File: src/rtl/func_sweep_pkg.sv
// Shared constants and state encoding for the func truth-table sweep controller.
package func_sweep_pkg;

    localparam int NUM_VEC = 16;
    localparam int IDX_W   = 4;
    localparam int CNT_W   = 4;

    typedef enum logic [1:0] {
        IDLE = 2'd0,
        RUN  = 2'd1,
        DONE = 2'd2
    } state_t;

endpackage

File: src/rtl/func_sweep_ctrl.sv
// Steps {A,B,C,D} through all 16 vectors, samples out per vector and compares
// the assembled truth word against the expected word latched at start.
//
// state | meaning
// IDLE  | waiting for start; results hold from the last sweep
// RUN   | holding vector idx for SETTLE+1 cycles, sampling on the last one
// DONE  | one-cycle done pulse; start ignored
module func_sweep_ctrl
    import func_sweep_pkg::*;
#(
    parameter int SETTLE = 2
) (
    input  logic        clk,
    input  logic        rst_n,
    input  logic        start,
    input  logic [15:0] expected,
    input  logic        out,
    output logic        A,
    output logic        B,
    output logic        C,
    output logic        D,
    output logic        busy,
    output logic        done,
    output logic [15:0] truth,
    output logic        pass,
    output logic [4:0]  err_count,
    output logic [3:0]  first_bad
);

    localparam logic [CNT_W-1:0] SETTLE_C = CNT_W'(SETTLE);
    localparam logic [IDX_W-1:0] LAST_IDX = IDX_W'(NUM_VEC - 1);

    state_t               state;
    logic [IDX_W-1:0]     idx;
    logic [CNT_W-1:0]     cnt;
    logic [NUM_VEC-1:0]   shadow;
    logic [NUM_VEC-1:0]   exp_lat;
    logic [NUM_VEC-1:0]   final_word;
    logic [NUM_VEC-1:0]   diff;
    logic [4:0]           pop;
    logic [3:0]           fb;

    // Results are computed from the word as it will be once the current sample lands,
    // so they can be published on the same edge as the last sample.
    always_comb begin
        final_word      = shadow;
        final_word[idx] = out;
        diff            = final_word ^ exp_lat;
        pop             = '0;
        fb              = '0;
        for (int i = NUM_VEC - 1; i >= 0; i--) begin
            pop = pop + 5'(diff[i]);
            if (diff[i]) fb = 4'(i);
        end
    end

    always_ff @(posedge clk) begin
        if (!rst_n) begin
            state     <= IDLE;
            idx       <= '0;
            cnt       <= '0;
            shadow    <= '0;
            exp_lat   <= '0;
            {A, B, C, D} <= 4'b0000;
            busy      <= 1'b0;
            done      <= 1'b0;
            truth     <= '0;
            pass      <= 1'b0;
            err_count <= '0;
            first_bad <= '0;
        end else begin
            case (state)
                IDLE: begin
                    if (start) begin
                        exp_lat      <= expected;
                        shadow       <= '0;
                        idx          <= '0;
                        cnt          <= '0;
                        {A, B, C, D} <= 4'b0000;
                        busy         <= 1'b1;
                        state        <= RUN;
                    end
                end
                RUN: begin
                    if (cnt != SETTLE_C) begin
                        cnt <= cnt + 1'b1;
                    end else begin
                        shadow[idx] <= out;
                        cnt         <= '0;
                        if (idx != LAST_IDX) begin
                            idx          <= idx + 1'b1;
                            {A, B, C, D} <= idx + 1'b1;
                        end else begin
                            {A, B, C, D} <= 4'b0000;
                            busy      <= 1'b0;
                            truth     <= final_word;
                            pass      <= (diff == '0);
                            err_count <= pop;
                            first_bad <= fb;
                            done      <= 1'b1;
                            state     <= DONE;
                        end
                    end
                end
                DONE: begin
                    done  <= 1'b0;
                    state <= IDLE;
                end
                default: state <= IDLE;
            endcase
        end
    end

endmodule

File: config.mk
export PLATFORM = sky130hd
export DESIGN_NAME = func_sweep_ctrl
export DESIGN_NICKNAME = d
export VERILOG_FILES = /design/src/rtl/func_sweep_pkg.sv /design/src/rtl/func_sweep_ctrl.sv
export SDC_FILE = /design/constraint.sdc
export NUM_CORES = 1
export LEC_CHECK = 0
export CAP_MARGIN = 20
export CORE_MARGIN = 5
export CORE_UTILIZATION = 56
export DETAILED_ROUTE_END_ITERATION = 10
export HOLD_SLACK_MARGIN = 0.02
export PLACE_DENSITY = 0.81
export SLEW_MARGIN = 20
export SYNTH_ARGS = -nofsm -noshare
export SYNTH_HDL_FRONTEND = slang
export SYNTH_SLANG_ARGS = --single-unit
File: constraint.sdc
create_clock -name clk -period 6.9 [get_ports clk]
set_clock_uncertainty 0.2 [all_clocks]
set_input_delay 1.035 -clock clk [delete_from_list [all_inputs] [get_ports clk]]
set_output_delay 1.035 -clock clk [all_outputs]
set_load 0.005 [all_outputs]
==> impl_metrics.yaml <==
outcome:
  outcome: "completed"
layout:
  drive_gt1_share_pct: 6.94
  fill_cells: 609
  diodes: 0
  multi_input_area_um2: 2360
  synthToLayoutAreaGrowth_pct: 17.4
  final_cell_mix: "74 x dfxtp_1, 71 x nand2_1, 50 x clkdlybuf4s50_1"
  mostFrequentLayoutCell: "dfxtp_1"
  final_nets: 529
  seq_area_um2: 1480
route:
  drt-total-wl_um: 9650
  dr_total_vias: 3314
  firstDrtPassIters: 4
  drtIter0Drc: 182
  drc: 0
  wl_per_cell_um: 16.4
  viasPerCell: 5.63
  ant_nets: 0
worst_setup_path:
  critPathLaunchType: "primary input"
  slowest_delay_ns: 0.77
  timing.rr.end: "err_count[3]"
  worstSetupEndpoint: "err_count[3]"
  cp_data_required_time_ns: 6.98
  ff2ff_setup_slack_ns: 1.67
  r2r_start: "idx[2]"
  r2r_cells: 15
  slowest_stage: "clkdlybuf4s50_1"
  path_cells: "clkdlybuf4s50_1 -> mux2i_1 -> xnor2_1 -> inv_1 -> fa_1 -> fa_1 -> fa_1 -> fa_1 -> inv_1 -> ha_1 -> a21o_1 -> a21oi_1 -> xnor2_1 -> nand2_1 -> a21boi_0"
  cpMostUsedCell: "fa_1"
  cp-end-kind: "flip-flop"
  worst-path-max-fanout: 11
  crit_type: "primary input to flip-flop"
  critPathLaunch: "out"
  worstPathArrival_ns: 5.78
timing:
  fin_hold_ws_ns: 0.260
  fin_crit_sh_pct: 82.6
  layout_setup_ws_ns: 1.20
  min_period_ns: 5.70
  finalSetupViolCount: 0
  slew_headroom_pct: 48.4
  finalSetupTns_ns: 0
  drv_slew: 0
  worstMarginPinSlew_ns: 0.773
  rsz0062_at_grt: "no"
  hold_violations: 0
  max_freq_mhz: 176
clocking:
  cts_hold_buffers: 0
  post_cts_buffers: 0
  numCtsBuffers: 9
  htree_levels: 3
  clk_latency_ns: 0.35
  cts_buffer_depth: 2
  cts.sinks: 74
  path_clk_slew_ns: 0.08
  root_buffer: "clkbuf_8"
  cts_tree: "built"
  cts.repair.resized: 0
synthesis:
  yosysWarnings: 0
  yosysSeqAreaShare_pct: 36.5
  synth_edf_count: 0
  async_flop_share_pct: 0
  netlist_area_um2: 4060
  yosysTopAreaCell: "dfxtp_1"
  avgSynthCellArea_um2: 9.03
  yosysUniqueCellTypes: 51
  synth_area_leaders: "dfxtp_1 36%, nand2_1 6.6%, a21boi_0 5.5%, fa_1 4.4%, ha_1 4.3%"
  netlist_instances: 450
  synth-seq-cells: 74
  netlist.area_leader.share_pct: 36.5
  synth_nets: 493
  synth_ff_type: "dfxtp_1"
floorplanning:
  pin_count: 52
  fp-row-count: 31
  die_w_um: 95.2
  die_area_um2: 9060
  design.core.area_um2: 7180
  die_h_um: 95.2
  start_util_pct: 56.6
flow_run:
  max-cap-violations: 0
placement:
  routabilityCongestion: 0.864
  port_buffers: 51
  post-place-ws_ns: 0.859
  dp_hpwl_um: 6890
grt:
  grt_pass1_wl_um: 16000
  grt_pass1_vias: 3277
  grt_max_degree: 77
  overflow: 0
  antenna_found_initial: 0
  grt_usage_pct: 22.7
pwr:
  leakage_nw: 1.97
  p_total_mw: 0.935
  peakVddDrop_mv: 0.124
  power_density_nw_per_um2: 196
worst_hold_path:
  min_path_type: "flip-flop to flip-flop"
  hold_depth: 2
[kinds of logic (layout without fill, tap and decap cells)]
logic type	count (synthesis)	after routing	share of synthesized area, %
flops	74	74	36.5
compound gates	113	113	20.4
simple gates	148	148	19.1
buf+inv	53	93	5.42
mux	17	17	4.81
fa+ha+maj	23	23	8.75
xor+xnor	22	22	5.11
[cell type report]
cell class | count | area share [%]
clock buffer | 9 | 2.60
clock inverter | 6 | 1.23
inverter | 24 | 1.89
multi-input combinational | 323 | 49.5
sequential | 74 | 31.1
tap | 99 | 2.60
timing repair buffer | 54 | 11.1
[registers in the layout, summed over array words and instances, names as in the netlist]
| register | flops |
|---|---|
| A | 1 |
| cnt | 4 |
| exp_lat | 16 |
| busy | 1 |
| truth | 16 |
| state | 2 |
| B | 1 |
| shadow | 16 |
| pass | 1 |
| first_bad | 4 |
| C | 1 |
| err_count | 5 |
| done | 1 |
| D | 1 |
| idx | 4 |
[worst max-delay path, delay by kind of cell]
family	cells	cell delay [ns]
adders and majority gates	5	2.33
buffers and inverters	3	0.98
xor gates and xnor gates	2	0.59
AOI/OAI and AO/OA	3	0.54
muxes	1	0.21
and+or+nand+nor	1	0.07
[metal layers]
| metal | global-route usage, % | share of wire (%) |
|---|---|---|
| met5 | 0 | 0 |
| met2 | 35.7 | 47 |
| met4 | 8.65 | 2.7 |
| met3 | 5.05 | 3.8 |
| met1 | 30.5 | 46 |
[metrics by stage]
stage          util, %  area (µm²)  std cells
6_report          66.5        4770        589
5_1_grt           66.5        4770        589
4_1_cts           66.5        4770        589
3_5_place_dp      63.9        4590        574
3_3_place_gp      63.9        4580        574
2_1_floorplan        -        4060        450
[power breakdown]
group | internal [mW] | total, mW | switching (mW)
sequential | 0.435 | 0.442 | 0.00679
combinational | 0.0724 | 0.166 | 0.0940
clock | 0.163 | 0.327 | 0.163
[cell usage after synthesis, drive strengths merged (2+ instances only)]
| library cell | n |
|---|---|
| nand2 | 71 |
| a211oi | 2 |
| nor3b | 5 |
| o21ai | 24 |
| a21boi | 31 |
| nor4b | 2 |
| and2 | 2 |
| mux2i | 17 |
| a21oi | 7 |
| o211a | 16 |
| xnor2 | 18 |
| a31oi | 3 |
| nor3 | 3 |
| and3b | 8 |
| fa | 9 |
| or2 | 2 |
| o21a | 2 |
| nor2b | 19 |
| nand3 | 11 |
| a22oi | 15 |
| dfxtp | 74 |
| clkbuf | 23 |
| o31ai | 2 |
| nand2b | 2 |
| xor2 | 4 |
| nand4 | 3 |
| nor4 | 3 |
| nor2 | 11 |
| buf | 6 |
| o2bb2ai | 2 |
| inv | 24 |
| a21o | 2 |
| ha | 14 |
| and3 | 6 |
[worst min path at each step]
| stage | from | end | slack [ns] |
|---|---|---|---|
| CTS | A | A | 0.27 |
| detailed placement | err_count[3] | err_count[3] | 0.26 |
| global placement | pass | pass | 0.24 |
| global route | exp_lat[1] | exp_lat[1] | 0.30 |
| floorplan | pass | pass | 0.25 |
| finish | pass | pass | 0.26 |
No activity file was read; power rests on OpenSTA's default activity.
